$ cat config.mk
export PLATFORM = sky130hd
export DESIGN_NAME = mem_data_interface
export DESIGN_NICKNAME = d
export VERILOG_FILES = /design/src/rtl/mem_data_interface_pkg.sv /design/src/rtl/mem_data_interface_register32.sv /design/src/rtl/mem_data_interface.sv
export SDC_FILE = /design/constraint.sdc
export NUM_CORES = 1
export LEC_CHECK = 0
export ABC_CLOCK_PERIOD_IN_PS = 1500
export CORE_ASPECT_RATIO = 0.5
export CORE_MARGIN = 2
export CORE_UTILIZATION = 51
export CTS_CLUSTER_SIZE = 16
export DETAILED_ROUTE_END_ITERATION = 12
export DONT_BUFFER_PORTS = 1
export GPL_TIMING_DRIVEN = 0
export PLACE_DENSITY = 0.72
export SLEW_MARGIN = 20
export SYNTH_ARGS = -nofsm -noshare
export SYNTH_HDL_FRONTEND = slang
export SYNTH_SLANG_ARGS = --single-unit
$ cat constraint.sdc
create_clock -name clock -period 1.5 [get_ports clock]
set_input_delay 0.3 -clock clock [delete_from_list [all_inputs] [get_ports clock]]
set_output_delay 0.3 -clock clock [all_outputs]
set_load 0.02 [all_outputs]
$ cat src/rtl/mem_data_interface_pkg.sv
// mem_data_interface_pkg: shared state encoding and constants for the MAR/MDR memory interface
package mem_data_interface_pkg;
  typedef enum logic [1:0] {
    IDLE    = 2'd0,
    RD_WAIT = 2'd1,
    WR_WAIT = 2'd2
  } state_t;
  localparam logic [4:0] MDR_SEL = 5'd21;
  localparam int ADDR_W_DEF = 9;
endpackage

$ cat src/rtl/mem_data_interface_register32.sv
// register32: 32-bit register with synchronous clear and load enable
module register32 (
  input  logic        clock,
  input  logic        clear,
  input  logic        i_load,
  input  logic [31:0] i_d,
  output logic [31:0] o_q
);
  logic [31:0] r_q;
  // clear wins over load; otherwise hold
  always_ff @(posedge clock) begin
    if (clear) r_q <= '0;
    else if (i_load) r_q <= i_d;
  end
  assign o_q = r_q;
endmodule

$ cat src/rtl/mem_data_interface.sv
// mem_data_interface: MAR/MDR holder and req/ack memory handshake with bounded wait
module mem_data_interface
  import mem_data_interface_pkg::*;
#(
  parameter int ADDR_W  = ADDR_W_DEF,
  parameter int TIMEOUT = 15
) (
  input  logic              clock,
  input  logic              clear,
  input  logic [31:0]       bus_in,
  input  logic              mar_in,
  input  logic              mdr_in,
  input  logic              rd_req,
  input  logic              wr_req,
  input  logic              mem_ack,
  input  logic [31:0]       mem_data_in,
  output logic [ADDR_W-1:0] mem_addr,
  output logic [31:0]       mem_data_out,
  output logic              mem_rd,
  output logic              mem_wr,
  output logic [31:0]       mdr_out,
  output logic              busy,
  output logic              done,
  output logic              err
);
  state_t      r_state, w_next;
  logic [7:0]  r_cnt;
  logic        r_done, r_err;
  logic        w_idle, w_timeout, w_mar_ld, w_mdr_ld;
  logic [31:0] w_mar, w_mdr, w_mdr_d;
  logic        w_unused;

  assign w_idle    = r_state == IDLE;
  assign w_timeout = !w_idle && !mem_ack && r_cnt == 8'(TIMEOUT - 1);
  assign w_mar_ld  = w_idle && mar_in;
  assign w_mdr_ld  = (w_idle && mdr_in) || (r_state == RD_WAIT && mem_ack);
  assign w_mdr_d   = w_idle ? bus_in : mem_data_in;

  register32 u_mar (
    .clock (clock),
    .clear (clear),
    .i_load(w_mar_ld),
    .i_d   (bus_in),
    .o_q   (w_mar)
  );

  register32 u_mdr (
    .clock (clock),
    .clear (clear),
    .i_load(w_mdr_ld),
    .i_d   (w_mdr_d),
    .o_q   (w_mdr)
  );

  // state register
  always_ff @(posedge clock) begin
    if (clear) r_state <= IDLE;
    else r_state <= w_next;
  end

  // next state: a lone request starts an access, ack or timeout ends it
  always_comb begin
    w_next = w_idle ? ((rd_req ^ wr_req) ? (rd_req ? RD_WAIT : WR_WAIT) : IDLE)
                    : ((mem_ack || w_timeout) ? IDLE : r_state);
  end

  // wait counter and registered completion/error pulses
  always_ff @(posedge clock) begin
    if (clear) begin
      r_cnt  <= '0;
      r_done <= 1'b0;
      r_err  <= 1'b0;
    end else begin
      r_cnt  <= w_idle ? 8'd0 : r_cnt + 8'd1;
      r_done <= !w_idle && mem_ack;
      r_err  <= (w_idle && rd_req && wr_req) || w_timeout;
    end
  end

  // outputs decoded from state and held registers
  always_comb begin
    mem_rd       = r_state == RD_WAIT;
    mem_wr       = r_state == WR_WAIT;
    busy         = !w_idle;
    done         = r_done;
    err          = r_err;
    mem_addr     = w_mar[ADDR_W-1:0];
    mem_data_out = w_mdr;
    mdr_out      = w_mdr;
  end

  assign w_unused = ^w_mar[31:ADDR_W];
endmodule

; After elaboration in Yosys (flattened, before gate mapping)
; Index checks and enable logic that the tools add are counted.
[totals]
regBits = 53
latchBits = 0
mem_bits_rw = 0
rom_bits = 0
in_bits = 71
output_inout_bits = 78
word_cells = 32
mem_count = 0
[classes]
addsub = 1
mul = 0
div_mod_pow = 0
order_cmp = 0
n_eq_ne = 3
shifts = 0
mux = 5
bitwise = 1
reduce_logical = 16
[op_table]
columns = op, count
row1 = 2-to-1 mux 32 bit, 1
row2 = "adder 8 x 1 -> 8 bit, second input constant", 1
row3 = "== test 8 x 4 -> 1 bit, second input constant", 1
row4 = logical AND 1 bit, 8
row5 = 2-to-1 mux 2 bit, 4
row6 = logical OR 1 bit, 3
row7 = "== test 2 x 1 -> 1 bit, second input constant", 1
row8 = "== test 2 bit, second input constant", 1
row9 = zero test 1 bit, 2
row10 = zero test 2 bit, 1
row11 = nonzero test 2 bit, 1
row12 = OR reduction 2 bit, 1
row13 = bitwise XOR 1 bit, 1

; Depth between registers and ports, before layout
; Gate-level depths: netlist of run 1.
[depth]
word_depth = 7
ltp_mapped = 6
ltp_nobuf = 5

; Hierarchy
; Synthesis of run 1 repeated with hierarchy kept, for this count alone.
[unflattened]
hier_cells = 332
hier_area_um2 = 3483.3
[modules_own_cells]
columns = mod, instances, cells_each, area_each_um2, seq_area_each_um2
row1 = register32, 2, 103, 1163.6, 640.6
row2 = mem_data_interface, 1, 126, 1156.1, 240.2

; Worst setup path before layout of run 1
; No wires, ideal clock.
[synth_timing]
path_kind = register -> register
start = reg r_state[0]
end = reg u_mdr.r_q[0] (netlist: u_mdr.o_q[0])
setup_time_ns = 0.148
arrival_time_ns = 1.275
required_ns = 1.352
path_slack_ns = 0.077
stages_incl_launch_ff = 7
n_path_buf = 3
synth_period_minus_slack_ns = 1.423
cell_sequence = dfxtp_1 > buf_6 > or3b_2 > buf_2 > buf_6 > nor2_1 > a2111oi_2
[synth_via]
elab_chain_cells = 3
elab_cells_between_ends = 6
cone_classes = eq/ne (1) / mux (1) / reduce/logical (4)
[synth_rtl]
columns = element, line_no
row1 = start: declaration, mem_data_interface.sv:26  ; state_t r_state, w_next;
row2 = start signal: assignment, mem_data_interface.sv:58  ; else r_state <= w_next;
row3 = == test 2 x 1 -> 1 bit / zero test 2 bit (equally long branches), "mem_data_interface.sv:36, mem_data_interface.sv:33"
row4 = logical AND 1 bit, mem_data_interface.sv:36  ; assign w_mdr_ld = (w_idle && mdr_in) || (r_state == RD_WAIT && mem_ack);
row5 = logical OR 1 bit, mem_data_interface.sv:36
row6 = end signal: assignment, mem_data_interface_register32.sv:13  ; else if (i_load) r_q <= i_d;
row7 = end: declaration, mem_data_interface_register32.sv:9  ; logic [31:0] r_q;
; Parallel ways exist; a longest one is shown, timed or not.
; A chain may end at the register's enable or synchronous reset.

; Worst setup path after layout of run 1
[layout_timing]
start = reg r_state[0]
end = reg u_mdr.r_q[26] (netlist: u_mdr.o_q[26])
; The elaborated chain is that of the path after synthesis.

==> flow_metrics.tcl, run 1 <==
set metrics [dict create \
    arrival_ns 1.68 \
    grt_remaining_overflow 0 \
    holdBufCountCts 0 \
    crit_path_max_fanout 10 \
    finalCritPeriodShare_pct 98.4 \
    vias_per_cell 5.42 \
    setup_viol 0 \
    total_power_w 0.00338 \
    worst_slack_ns 0.0241 \
    fin_nets 376 \
    utilization_pct 62.5 \
    route.detailed.drc 0 \
    critPathKind "reg2reg" \
    grt_setup_unrepaired "yes" \
    fmax_mhz 678 \
    yosys_most_used_dff "dfxtp_1" \
    yosysWarnings 0 \
    combinationalPowerShare_pct 23.5 \
    synthesis.area_um2 2700 \
    clkLatencyLatePin_ns 0.31 \
    gp_congestion 0.807 \
    syn-num-nets 371 \
    tns_ns 0 \
    synth_edf_count 0 \
    grt_pass1_vias 1984 \
    avgSynthCellArea_um2 9.06 \
    crit_path_start_kind "flop" \
    seq_area_frac_synth_pct 39.3 \
    power-per-cell-area_nw_per_um2 1080 \
    rows 18 \
    root_buffer "clkbuf_8" \
    cp-end-kind "flop" \
    ys_ff_latch 53 \
    die_h_um 55.4 \
    grt_max_degree 19 \
    syn_inst 298 \
    grt_pass1_wl_um 9340 \
    wl_um 6270 \
    area_delta_synth_final_pct 15.8 \
    clkSlewWorstSetupHoldPaths_ns 0.10 \
    final_common_cell "nor2_1" \
    cts_tree "done" \
    final_cell_mix "nor2_1, dfxtp_1, buf_4" \
    ir_worst_vdd_mv 0.604 \
    pwr-share-seq_pct 51.7 \
    ys_types 35 \
    cts_buffers 5 \
    cap_violations 0 \
    internal_power_w 0.00221 \
    vias 2026 \
    io_pins 149 \
    hold_violations 0 \
    clock-sinks 53 \
    drtIter0Drc 95 \
    ant_nets 0 \
    fin_skew_ns 0.00820 \
    port-buffer-count 0 \
    avgRoutedWirePerCell_um 16.8 \
    first_pass_iters 6 \
    instances_no_fill 374 \
    cp_data_required_time_ns 1.71 \
    worst_pin_slew_ns 1.12 \
    power.leakage_nw 1.18 \
    start_util_pct 54.0 \
    place_inst 368 \
    die_area_um2 5930 \
    htree_levels 2 \
    slew_headroom_pct 25.6 \
    grt_util_all_layers_pct 19.8 \
    async_flop_share_pct 0 \
    status "complete, no violations" \
    die_w_um 107 \
    cts.path.max_buffers 2 \
    num_antenna_cells 0 \
    final_max_slew_viol_count 0 \
    dp_hpwl_um 4580 \
    power_switching_share_pct 34.8 \
    min_path_type "in2reg" \
    drive_above_1_share_pct 30.9 \
    p_sw_w 0.00118 \
    core_region_area_um2 5000 \
    min_period_ns 1.48 \
    post-place-ws_ns -0.0640 \
    antenna_found_initial 0 \
    p_clk_share_pct 24.8 \
]
==> metal layers <==
layer  wire, um  share of wire [%]  global-route usage (%)  vias up
met3        469                7.5                    6.61        5
met2       3300                 53                    34.3       73
met4         65                1.0                    7.42        0
met5          0                  0                       0        -
met1       2430                 39                    22.8      977
li1           -                  -                       -      971
==> area by class of cell <==
cell class                 instances  area (um2)
clock inverter                     3        25.0
clock buffer                       5        68.8
buffer                            48         373
sequential                        53        1060
inverter                          34         128
fill                             426        1880
tap                               70        87.6
multi-input combinational        161        1380
==> path summary, 6_finish.rpt <==
| path | start | endpoint | slack (ns) | cells after the start |
|---|---|---|---|---|
| max | r_state[0] | u_mdr.o_q[26] | 0.02 | 5 |
| min | wr_req | r_state[0] | 0.07 | 1 |
| max reg2reg | r_state[0] | u_mdr.o_q[26] | 0.02 | 5 |
| min reg2reg | r_cnt[7] | r_cnt[7] | 0.50 | 2 |
==> through the flow <==
step	area (um2)	hold slack [ns]
6_report	3120	0.0719
4_1_cts	2900	0.0624
2_1_floorplan	2700	0.398
5_1_grt	3120	0.0494
3_3_place_gp	2790	0.408
3_5_place_dp	2790	0.408
==> state kept, by name (all words and copies together) (netlist names) <==
name	flops
r_cnt	8
done	1
r_state	2
err	1
u_mdr.o_q	32
u_mar.o_q	9
==> critical path, cell delays in order, from the launching register on <==
cell and delay [ns]:
dfxtp_1 0.32, buf_6 0.13, mux2i_1 0.11, or2_4 0.27, buf_8 0.17, a2111oi_2 0.36
==> power by group through the flow <==
| stage | registers [W] | clock network [W] | logic [W] |
|---|---|---|---|
| after global routing | 0.00177 | 0.000942 | 0.000851 |
| after detailed placement | 0.00178 | 0 | 0.000695 |
| after CTS | 0.00175 | 0.000877 | 0.000705 |
| after floorplan | 0.00175 | 0 | 0.000615 |
| after global placement | 0.00178 | 0 | 0.000678 |
| final | 0.00175 | 0.000838 | 0.000797 |
==> cells in the mapped netlist, types with 2 or more instances <==
master	instances	area [um2]
xor2_1	2	17.5
a21oi_1	3	15.0
nand3_1	5	25.0
nor2_1	79	297
inv_1	34	128
a2111oi_2	31	465
buf_6	7	78.8
dfxtp_1	53	1060
clkbuf_1	6	22.5
or3_1	3	18.8
nor2b_1	2	12.5
ha_1	2	25.0
mux2i_1	10	100
buf_4	32	240
nand2_1	2	7.51
buf_2	5	25.0
o21ai_0	3	15.0
and2_1	2	12.5
==> what timing repair did <==
action	4_1_cts	5_1_grt
gates cloned	0	0
setup buffers	0	0
endpoints found under the setup margin	30	23
resized for setup	8	26
==> logic make-up after synthesis <==
kind of cell	share of synthesized area, %
flip-flops	39.3
adder cells (fa/ha/maj)	0.927
AND/OR/NAND/NOR	17.2
multiplexers	3.71
buffers and inverters	18.3
XOR/XNOR	0.974
AO/OA/AOI/OAI	19.6
Power figures use the tool's default switching activity.
==> inputs of run 2 (changes only) <==
--- a/config.mk
+++ b/config.mk
@@ -5,15 +5,14 @@
 export SDC_FILE = /design/constraint.sdc
 export NUM_CORES = 1
 export LEC_CHECK = 0
-export ABC_CLOCK_PERIOD_IN_PS = 1500
 export CORE_ASPECT_RATIO = 0.5
 export CORE_MARGIN = 2
-export CORE_UTILIZATION = 51
+export CORE_UTILIZATION = 55
 export CTS_CLUSTER_SIZE = 16
 export DETAILED_ROUTE_END_ITERATION = 12
 export DONT_BUFFER_PORTS = 1
 export GPL_TIMING_DRIVEN = 0
-export PLACE_DENSITY = 0.72
+export PLACE_DENSITY = 0.76
 export SLEW_MARGIN = 20
 export SYNTH_ARGS = -nofsm -noshare
 export SYNTH_HDL_FRONTEND = slang
==> run 2 against run 1 <==
  * Non-clock buffer count unchanged
  * Total power up 3.3%
  * Global-route usage up 1.1 points
  * Register-to-register slack better by 0.02 ns
  * Cell count down 1.1%
  * Sequential power about the same
  * Flip-flop and latch count unchanged
  * Clock-buffer cell count up 1
  * Fmax up 1.2%
  * Wire length up 0.86%
  * Largest cell class unchanged
  * Largest power group unchanged
==> flow_metrics.tcl, run 2 (synthesized netlist as in run 1, its figures left out) <==
set metrics [dict create \
    num_antenna_cells 0 \
    rows 17 \
    wl_um 6330 \
    status "complete, no violations" \
    hold_violations 0 \
    largest_register_ffs 32 \
    cp-end-kind "flop" \
    grt_setup_unrepaired "yes" \
    cp_data_required_time_ns 1.70 \
    place_inst 364 \
    final_cell_mix "nor2_1, dfxtp_1, inv_1" \
    crit_chain "buf_6, mux2i_1, or2_4, buf_6, a2111oi_4" \
    cts.path.max_buffers 2 \
    worst_pin_slew_ns 0.886 \
    avgRoutedWirePerCell_um 17.1 \
    power_switching_share_pct 32.0 \
    ant_nets 0 \
    antenna_found_initial 0 \
    start_util_pct 59.3 \
    cp_common_cell "buf_6" \
    drtIter0Drc 61 \
    clkSlewWorstSetupHoldPaths_ns 0.10 \
    clock-sinks 53 \
    min_path_type "in2reg" \
    gp_congestion 0.883 \
    cts_buffers 5 \
    dp_hpwl_um 4560 \
    top_usage_layer "met2" \
    finalCritPeriodShare_pct 97.3 \
    final_max_slew_viol_count 0 \
    setup_viol 0 \
    post-place-ws_ns -0.0406 \
    vias 2020 \
    min_period_ns 1.46 \
    internal_power_w 0.00238 \
    final_common_cell "nor2_1" \
    crit_path_max_fanout 10 \
    port-buffer-count 0 \
    htree_levels 2 \
    first_pass_iters 4 \
    die_h_um 53.5 \
    die_area_um2 5520 \
    tns_ns 0 \
    grt_pass1_vias 1947 \
    grt_remaining_overflow 0 \
    critPathKind "reg2reg" \
    power.leakage_nw 1.18 \
    met1_usage_pct 23.9 \
    worst_slack_ns 0.0412 \
    postCtsSetupRepairBufs 0 \
    slew_headroom_pct 40.9 \
    use_met3_pct 6.62 \
    cap_violations 0 \
    p_sw_w 0.00112 \
    crit_path_start_kind "flop" \
    p_clk_share_pct 29.1 \
    fin_skew_ns 0.00384 \
    arrival_ns 1.66 \
    core_region_area_um2 4550 \
    grt_util_all_layers_pct 20.9 \
    drive_above_1_share_pct 30.6 \
    pwr-share-seq_pct 50.1 \
    clkLatencyLatePin_ns 0.30 \
    route.detailed.drc 0 \
    grt_pass1_wl_um 8980 \
    die_w_um 103 \
    instances_no_fill 370 \
    fin_nets 376 \
    grt_use_met2_pct 39.0 \
    io_pins 149 \
    vias_per_cell 5.46 \
    fin_area_um2 3000 \
    root_buffer "clkbuf_8" \
    cts_tree "done" \
    dpl-instance-area_um2 2780 \
    fillers 393 \
    hold-worst-slack_ns 0.0843 \
    area_delta_synth_final_pct 11.1 \
    crit_slowest_cell "a2111oi_4" \
    power-per-cell-area_nw_per_um2 1170 \
    combinationalPowerShare_pct 20.9 \
    max_stage_delay_ns 0.36 \
    ir_worst_vdd_mv 0.581 \
    fmax_mhz 685 \
    grt_max_degree 17 \
]
-- run 2: worst paths after layout --
check,startpoint,slack [ns],end,cells after the start
setup / recovery,r_state[0],0.04,u_mdr.o_q[4],5
hold / removal,wr_req,0.08,r_state[0],1
setup reg to reg,r_state[0],0.04,u_mdr.o_q[4],5
hold reg to reg,r_cnt[0],0.48,r_cnt[0],1
-- run 2: repair_timing --
item / CTS / global route
hold buffers: 0 / 0
pin swaps: 0 / 1
resized for setup: 4 / 14
setup endpoints to repair: 30 / 40
-- run 2: power by group through the flow --
stage	Clock (W)	Sequential (W)	Combinational, W
finish	0.00102	0.00175	0.000730
global route	0.00110	0.00177	0.000784
CTS	0.00103	0.00175	0.000697
detailed placement	0	0.00178	0.000696
global placement	0	0.00178	0.000676
floorplan	0	0.00175	0.000615
-- run 2: cell type report --
type	count	area [um2]	area share [%]
multi-input cells	161	1230	41.2
plain buffers	48	368	12.3
clock buffers	6	82.6	2.75
inverters	34	128	4.26
well taps	66	82.6	2.75
clock inverters	2	37.5	1.25
flip-flops and latches	53	1060	35.5
-- run 2: through the flow --
stage | power, W | utilization, %
after floorplan | 0.00237 | -
after global placement | 0.00246 | 61.1
after detailed placement | 0.00248 | 61.1
after CTS | 0.00348 | 63.9
after global routing | 0.00365 | 65.9
final | 0.00350 | 65.9
-- run 2: per-layer routing --
layer | part of all wire, % | routed length (um) | up-vias
li1 | - | - | 966
met1 | 38 | 2410 | 959
met2 | 52 | 3320 | 91
met3 | 8.8 | 556 | 4
met4 | 0.66 | 42 | 0
met5 | 0 | 0 | -
-- run 2: critical path, delay by kind of cell, from the launching register on --
family	cells	cell delay (ns)
mux	1	0.11
compound gates	1	0.36
flops	1	0.32
buf+inv	2	0.31
simple gates	1	0.27
